==> src/rtl/pipeline_stall_controller_pkg.sv <==
// Shared pipeline constants: FSM encoding, register-zero number, timeout default
// and the packed bundle of pipeline-register control outputs.
package pipeline_stall_controller_pkg;

    localparam logic [0:0] ST_RUN      = 1'b0;
    localparam logic [0:0] ST_MEM_WAIT = 1'b1;

    localparam logic [4:0] REG_ZERO            = 5'd0;
    localparam int         MEM_TIMEOUT_DEFAULT = 16;
    localparam int         WAIT_W              = 8;

    typedef struct packed {
        logic pc_we;
        logic ifid_we;
        logic idex_we;
        logic exmem_we;
        logic ifid_flush;
        logic idex_bubble;
        logic memwb_bubble;
    } ctrl_t;

    localparam ctrl_t CTRL_NORMAL   = '{1'b1, 1'b1, 1'b1, 1'b1, 1'b0, 1'b0, 1'b0};
    localparam ctrl_t CTRL_MEM_HOLD = '{1'b0, 1'b0, 1'b0, 1'b0, 1'b0, 1'b0, 1'b1};
    localparam ctrl_t CTRL_BRANCH   = '{1'b1, 1'b1, 1'b1, 1'b1, 1'b1, 1'b1, 1'b0};
    localparam ctrl_t CTRL_LOAD_USE = '{1'b0, 1'b0, 1'b1, 1'b1, 1'b0, 1'b1, 1'b0};

endpackage

==> src/rtl/pipeline_stall_controller_if.sv <==
// Hazard inputs from the ID/EX/MEM stages and the pipeline-register controls
// returned to them; master is the pipeline side, slave the stall controller.
interface pipeline_stall_controller_if;
    logic [4:0] IDRs;
    logic [4:0] IDRt;
    logic       IDUsesRt;
    logic       EXMemRead;
    logic [4:0] EXDest;
    logic       BranchTaken;
    logic       MemReq;
    logic       MemReady;

    logic       PCWriteEnable;
    logic       IFIDWriteEnable;
    logic       IDEXWriteEnable;
    logic       EXMEMWriteEnable;
    logic       IFIDFlush;
    logic       IDEXBubble;
    logic       MEMWBBubble;

    modport master (
        output IDRs, IDRt, IDUsesRt, EXMemRead, EXDest, BranchTaken, MemReq, MemReady,
        input  PCWriteEnable, IFIDWriteEnable, IDEXWriteEnable, EXMEMWriteEnable,
        input  IFIDFlush, IDEXBubble, MEMWBBubble
    );

    modport slave (
        input  IDRs, IDRt, IDUsesRt, EXMemRead, EXDest, BranchTaken, MemReq, MemReady,
        output PCWriteEnable, IFIDWriteEnable, IDEXWriteEnable, EXMEMWriteEnable,
        output IFIDFlush, IDEXBubble, MEMWBBubble
    );
endinterface

==> src/rtl/pipeline_stall_controller_hazard_detect.sv <==
// Combinational load-use detector: a load in EX whose destination feeds the
// instruction in ID. Writes to register zero never create a dependency.
module hazard_detect
    import pipeline_stall_controller_pkg::*;
(
    input  logic [4:0] IDRs,
    input  logic [4:0] IDRt,
    input  logic       IDUsesRt,
    input  logic       EXMemRead,
    input  logic [4:0] EXDest,
    output logic       LoadUse
);

    logic [4:0] rs_bit_eq;
    logic [4:0] rt_bit_eq;

    generate
        for (genvar gi = 0; gi < 5; gi++) begin : g_cmp
            assign rs_bit_eq[gi] = ~(EXDest[gi] ^ IDRs[gi]);
            assign rt_bit_eq[gi] = ~(EXDest[gi] ^ IDRt[gi]);
        end
    endgenerate

    logic rs_match;
    logic rt_match;

    assign rs_match = &rs_bit_eq;
    assign rt_match = IDUsesRt & (&rt_bit_eq);
    assign LoadUse  = EXMemRead & (EXDest != REG_ZERO) & (rs_match | rt_match);

endmodule

==> src/rtl/pipeline_stall_controller.sv <==
// Pipeline stall/flush controller: memory hold > taken branch > load-use,
// with a bounded data-memory wait that is abandoned via a sticky MemTimeout.
module pipeline_stall_controller
    import pipeline_stall_controller_pkg::*;
#(
    parameter int MEM_TIMEOUT = MEM_TIMEOUT_DEFAULT
) (
    input  logic                          clk,
    input  logic                          Reset,
    pipeline_stall_controller_if.slave    bus,
    output logic                          MemTimeout,
    output logic [31:0]                   StallCycles,
    output logic [15:0]                   FlushCount
);

    logic              load_use;
    logic              mem_ready_eff;
    logic              mem_hold;
    ctrl_t             ctrl;

    logic [0:0]        state_reg;
    logic [0:0]        state_next;
    logic [WAIT_W-1:0] wait_count_reg;
    logic [WAIT_W-1:0] wait_count_next;
    logic              mem_timeout_reg;
    logic              mem_timeout_next;
    logic [31:0]       stall_cycles_reg;
    logic [15:0]       flush_count_reg;

    hazard_detect u_hazard_detect (
        .IDRs      (bus.IDRs),
        .IDRt      (bus.IDRt),
        .IDUsesRt  (bus.IDUsesRt),
        .EXMemRead (bus.EXMemRead),
        .EXDest    (bus.EXDest),
        .LoadUse   (load_use)
    );

    // Once the wait has been abandoned, the memory is treated as always ready.
    assign mem_ready_eff = bus.MemReady | mem_timeout_reg;
    assign mem_hold      = bus.MemReq & ~mem_ready_eff;

    always_comb begin
        ctrl = CTRL_NORMAL;
        if (!Reset) begin
            if (mem_hold)
                ctrl = CTRL_MEM_HOLD;
            else if (bus.BranchTaken)
                ctrl = CTRL_BRANCH;
            else if (load_use)
                ctrl = CTRL_LOAD_USE;
        end
    end

    assign bus.PCWriteEnable    = ctrl.pc_we;
    assign bus.IFIDWriteEnable  = ctrl.ifid_we;
    assign bus.IDEXWriteEnable  = ctrl.idex_we;
    assign bus.EXMEMWriteEnable = ctrl.exmem_we;
    assign bus.IFIDFlush        = ctrl.ifid_flush;
    assign bus.IDEXBubble       = ctrl.idex_bubble;
    assign bus.MEMWBBubble      = ctrl.memwb_bubble;

    always_comb begin
        state_next       = state_reg;
        wait_count_next  = wait_count_reg;
        mem_timeout_next = mem_timeout_reg;
        case (state_reg)
            ST_RUN: begin
                if (mem_hold) begin
                    state_next      = ST_MEM_WAIT;
                    wait_count_next = 8'd1;
                end
            end
            default: begin
                if (!mem_hold) begin
                    state_next      = ST_RUN;
                    wait_count_next = '0;
                end else if (wait_count_reg == WAIT_W'(MEM_TIMEOUT)) begin
                    state_next       = ST_RUN;
                    wait_count_next  = '0;
                    mem_timeout_next = 1'b1;
                end else begin
                    wait_count_next = wait_count_reg + 8'd1;
                end
            end
        endcase
    end

    always_ff @(posedge clk) begin
        if (Reset) begin
            state_reg        <= ST_RUN;
            wait_count_reg   <= '0;
            mem_timeout_reg  <= 1'b0;
            stall_cycles_reg <= '0;
            flush_count_reg  <= '0;
        end else begin
            state_reg       <= state_next;
            wait_count_reg  <= wait_count_next;
            mem_timeout_reg <= mem_timeout_next;
            if (!ctrl.pc_we)
                stall_cycles_reg <= stall_cycles_reg + 32'd1;
            if (ctrl.ifid_flush)
                flush_count_reg <= flush_count_reg + 16'd1;
        end
    end

    assign MemTimeout  = mem_timeout_reg;
    assign StallCycles = stall_cycles_reg;
    assign FlushCount  = flush_count_reg;

endmodule

==> src/flat_wrapper.sv <==
// flat-port wrapper written by rule: the top's interface ports become plain ports
module pipeline_stall_controller_flat import pipeline_stall_controller_pkg::*;
#(
    parameter int MEM_TIMEOUT = MEM_TIMEOUT_DEFAULT
)
  (clk, Reset, MemTimeout, StallCycles, FlushCount, bus_IDRs, bus_IDRt, bus_IDUsesRt, bus_EXMemRead, bus_EXDest, bus_BranchTaken, bus_MemReq, bus_MemReady, bus_PCWriteEnable, bus_IFIDWriteEnable, bus_IDEXWriteEnable, bus_EXMEMWriteEnable, bus_IFIDFlush, bus_IDEXBubble, bus_MEMWBBubble);
  pipeline_stall_controller_if bus_i ();
  input  logic clk;
  input  logic Reset;
  output logic MemTimeout;
  output logic [31:0] StallCycles;
  output logic [15:0] FlushCount;
  input wire logic [$bits(bus_i.IDRs)-1:0] bus_IDRs;
  input wire logic [$bits(bus_i.IDRt)-1:0] bus_IDRt;
  input wire logic [$bits(bus_i.IDUsesRt)-1:0] bus_IDUsesRt;
  input wire logic [$bits(bus_i.EXMemRead)-1:0] bus_EXMemRead;
  input wire logic [$bits(bus_i.EXDest)-1:0] bus_EXDest;
  input wire logic [$bits(bus_i.BranchTaken)-1:0] bus_BranchTaken;
  input wire logic [$bits(bus_i.MemReq)-1:0] bus_MemReq;
  input wire logic [$bits(bus_i.MemReady)-1:0] bus_MemReady;
  output wire logic [$bits(bus_i.PCWriteEnable)-1:0] bus_PCWriteEnable;
  output wire logic [$bits(bus_i.IFIDWriteEnable)-1:0] bus_IFIDWriteEnable;
  output wire logic [$bits(bus_i.IDEXWriteEnable)-1:0] bus_IDEXWriteEnable;
  output wire logic [$bits(bus_i.EXMEMWriteEnable)-1:0] bus_EXMEMWriteEnable;
  output wire logic [$bits(bus_i.IFIDFlush)-1:0] bus_IFIDFlush;
  output wire logic [$bits(bus_i.IDEXBubble)-1:0] bus_IDEXBubble;
  output wire logic [$bits(bus_i.MEMWBBubble)-1:0] bus_MEMWBBubble;
  assign bus_i.IDRs = bus_IDRs;
  assign bus_i.IDRt = bus_IDRt;
  assign bus_i.IDUsesRt = bus_IDUsesRt;
  assign bus_i.EXMemRead = bus_EXMemRead;
  assign bus_i.EXDest = bus_EXDest;
  assign bus_i.BranchTaken = bus_BranchTaken;
  assign bus_i.MemReq = bus_MemReq;
  assign bus_i.MemReady = bus_MemReady;
  assign bus_PCWriteEnable = bus_i.PCWriteEnable;
  assign bus_IFIDWriteEnable = bus_i.IFIDWriteEnable;
  assign bus_IDEXWriteEnable = bus_i.IDEXWriteEnable;
  assign bus_EXMEMWriteEnable = bus_i.EXMEMWriteEnable;
  assign bus_IFIDFlush = bus_i.IFIDFlush;
  assign bus_IDEXBubble = bus_i.IDEXBubble;
  assign bus_MEMWBBubble = bus_i.MEMWBBubble;
  pipeline_stall_controller #(.MEM_TIMEOUT(MEM_TIMEOUT)) u_core (.clk(clk), .Reset(Reset), .bus(bus_i), .MemTimeout(MemTimeout), .StallCycles(StallCycles), .FlushCount(FlushCount));
endmodule
==> config.mk <==
export PLATFORM = sky130hd
export DESIGN_NAME = pipeline_stall_controller_flat
export DESIGN_NICKNAME = d
export VERILOG_FILES = /design/src/rtl/pipeline_stall_controller_pkg.sv /design/src/rtl/pipeline_stall_controller_if.sv /design/src/rtl/pipeline_stall_controller_hazard_detect.sv /design/src/rtl/pipeline_stall_controller.sv /design/src/flat_wrapper.sv
export SDC_FILE = /design/constraint.sdc
export NUM_CORES = 1
export LEC_CHECK = 0
export ABC_AREA = 1
export CORE_MARGIN = 10
export CORE_UTILIZATION = 50
export CTS_CLUSTER_SIZE = 12
export DETAILED_ROUTE_END_ITERATION = 8
export PLACE_DENSITY = 0.8
export SYNTH_ARGS = -nofsm -noshare
export SYNTH_HDL_FRONTEND = slang
export SYNTH_HIERARCHICAL = 1
export SYNTH_SLANG_ARGS = --single-unit
==> constraint.sdc <==
create_clock -name clk -period 2.1 [get_ports clk]
set_clock_uncertainty 0.1 [all_clocks]
set_input_delay 0.315 -clock clk [delete_from_list [all_inputs] [get_ports clk]]
set_output_delay 0.315 -clock clk [all_outputs]
set_load 0.005 [all_outputs]
==> results.md <==
* WS Path Type: in -> out
* Multi-input gate area at 1830 um^2
* Max Fanout on Critical Path at 5
* WP data required at 1.68 ns
* Final Net Count at 656
* Initial DRT Pass Iterations at 5
* Area growth, synth to finish at 36.4%
* Final hold vios at 0
* Seq/Total Area, Yosys at 35.1%
* Setup TNS at 0 ns
* Vias in the first global route at 3369
* Max-Cap Viols at 0
* Post-layout util at 70.7%
* RSZ-0062 raised after global routing: false
* Number of enable flip-flop cells after synthesis at 0
* Sw Pwr at 0.000541 W
* Sequential Power Share at 49.2%
* Combinational Power Share at 9.0%
* Io pins at 78
* DPL Wire Length at 7.29 mm
* Largest net degree at the start of global routing at 18
* # diodes at 0
* Final setup violation count at 0
* Hold WC Path Type: reg -> reg
* GRT Util Overall at 18.2%
* Ys async rst share at 0%
* TritonCTS clock tree: done
* Reg clk slew, reported paths at 0.06 ns
* H-tree levels at 3
* Share of layout cells above drive strength 1 at 11.5%
* Slew HR at 78.4%
* Via count at 3629
* CTS buffer count at 9
* Internal power at 0.00173 W
* Fillers at 543
* First-pass GRT wire length at 15.3 mm
* Pre-CTS WS at -0.517 ns
* Slew at the pin closest to its max-slew limit at 0.322 ns
* Yosys warns at 6
* Clock sinks at 58
* Minimum clock period after layout at 2.04 ns
* Die Y at 101 um
* Routability cong. at 0.899
* Synthesized Nets at 554
* Yosys cell types at 34
* Initial Util at 51.8%
* FMAX at 0.490 GHz
* Initial antenna violation count at 0
* Slew Viols, Final at 0
* Worst setup SP type: input port
* Register area at 1160 um^2
* Number of I/O port buffers at 77
* Setup slack after layout at 0.0607 ns
* Row count at 29
* Setup crit end kind: primary output
* CTS hold repair buffers at 0
* Root buffer cell: clkbuf_8
* Core region area at 6390 um^2
* Total global routing overflow at 0
* Post-route ant nets at 0
* Initial drt markers at 202
* Clock latency on the worst-skew pair at 0.34 ns
* Ys flop type: dfxtp_1
* Routed vias/inst at 5.10
* Power per cell area at 502 nW/um^2
* Clock power share at 41.8%
* Synth Cell Area at 3310 um^2
* Die X at 101 um
* DRT Wirelength at 9.43 mm
* Die area at 10300 um^2
* #FFs+latches synth at 58
* Arrival time at the worst endpoint at 1.62 ns
* Maximum VDD drop at 0.000426 V
* Mapped Cells at 528
* Wire per inst at 13.2 um
* Outcome: finished clean
* CTS max path bufs at 2
* Max FFs per register at 32
* Final worst-path cycle share at 97.1%
* P_leak at 1.89 nW
* Switch share at 23.8%
* Hold WS at 0.329 ns
* DRC at 0
* Mean post-synth cell area at 6.27 um^2
## Yosys cell counts, types with 4 or more instances
master   instances  area (um^2)
dfxtp_1         58         1160
xnor2_1          5         43.8
a21oi_1         36          180
inv_1           74          278
nor2_4           5         56.3
ha_1             4         50.1
nor2_1          90          338
nor2_2           4         25.0
o21ai_0         14         70.1
nand4_1          9         56.3
inv_2            7         26.3
nor3_1          11         55.1
nand2_1        121          454
nand3_1         55          275
## worst max-delay path, stage by stage
cell,delay [ns]
clkdlybuf4s50_1,0.62
nor2_2,0.08
inv_1,0.10
clkdlybuf4s50_1,0.51
## cell usage in the layout (no fill, tap or decap), types with 4 or more instances in the layout
cell type          n
dlymetal6s2s_1     4
o21ai_0           14
nand2_1          120
dlygate4sd2_1     10
nand3_1           52
nor2_1            87
ha_1               4
clkdlybuf4s50_1   60
clkbuf_8          12
inv_2              6
nand3_2            4
inv_1             74
nor2_4             5
nor2_2             7
a21oi_1           35
buf_4             23
nand4_1            9
nor3_1            11
xnor2_1            5
dfxtp_1           58
## power by group through the flow
stage / clock (W) / sequential (W) / combinational [W]
after CTS: 0.000966 / 0.00112 / 0.000196
after global routing: 0.00102 / 0.00112 / 0.000225
after detailed placement: 0 / 0.00114 / 0.000202
after global placement: 0 / 0.00114 / 0.000197
after floorplan: 0 / 0.00114 / 0.0000905
final: 0.000948 / 0.00112 / 0.000205
## stage by stage
step	power (W)	instance area, um^2	cells
floorplan	0.00123	3310	528
global placement	0.00134	4290	693
detailed placement	0.00134	4290	693
CTS	0.00228	4460	710
global route	0.00236	4520	712
finish	0.00227	4520	712
## kinds of logic (layout without fill, tap and decap cells)
kind of cell	count (synthesis)	count (layout)	share of synthesized area (%)
AO/OA/AOI/OAI	60	60	9.56
XOR/XNOR	6	6	1.59
adder cells (fa/ha/maj)	4	4	1.51
buffers and inverters	90	197	10.5
flip-flops	58	58	35.1
AND/OR/NAND/NOR	310	310	41.8
## repair_timing
item | CTS | global route
endpoints found under the setup margin | 22 | 29
pin swaps | 8 | 14
buffers inserted | 1 | 2
gates resized for setup | 25 | 13
## per-layer routing
| metal | vias to the layer above | GRT usage, % | routed length (um) |
|---|---|---|---|
| met2 | 103 | 31.3 | 4640 |
| met5 | - | 0 | 0 |
| met3 | 15 | 5.04 | 667 |
| li1 | 1885 | - | - |
| met4 | 0 | 6.97 | 147 |
| met1 | 1626 | 20.9 | 3970 |
## path summary, 6_finish.rpt
| check | startpoint | to | slack [ns] | cells past startpoint |
|---|---|---|---|---|
| setup / recovery | Reset | bus_EXMEMWriteEnable | 0.06 | 4 |
| hold / removal | u_core/state_reg | u_core/state_reg | 0.33 | 1 |
| setup reg to reg | u_core/FlushCount[1] | u_core/FlushCount[14] | 0.44 | 8 |
| hold reg to reg | u_core/state_reg | u_core/state_reg | 0.33 | 1 |
## final cells by class
cell class                 count  area share [%]
multi-input combinational    380            40.6
sequential                    58            25.7
timing repair buffer         100            20.8
inverter                      81            6.79
clock buffer                  14            3.82
tap                           77            2.13
clock inverter                 2           0.222
Note: power is estimated with default switching activity, not from simulation.
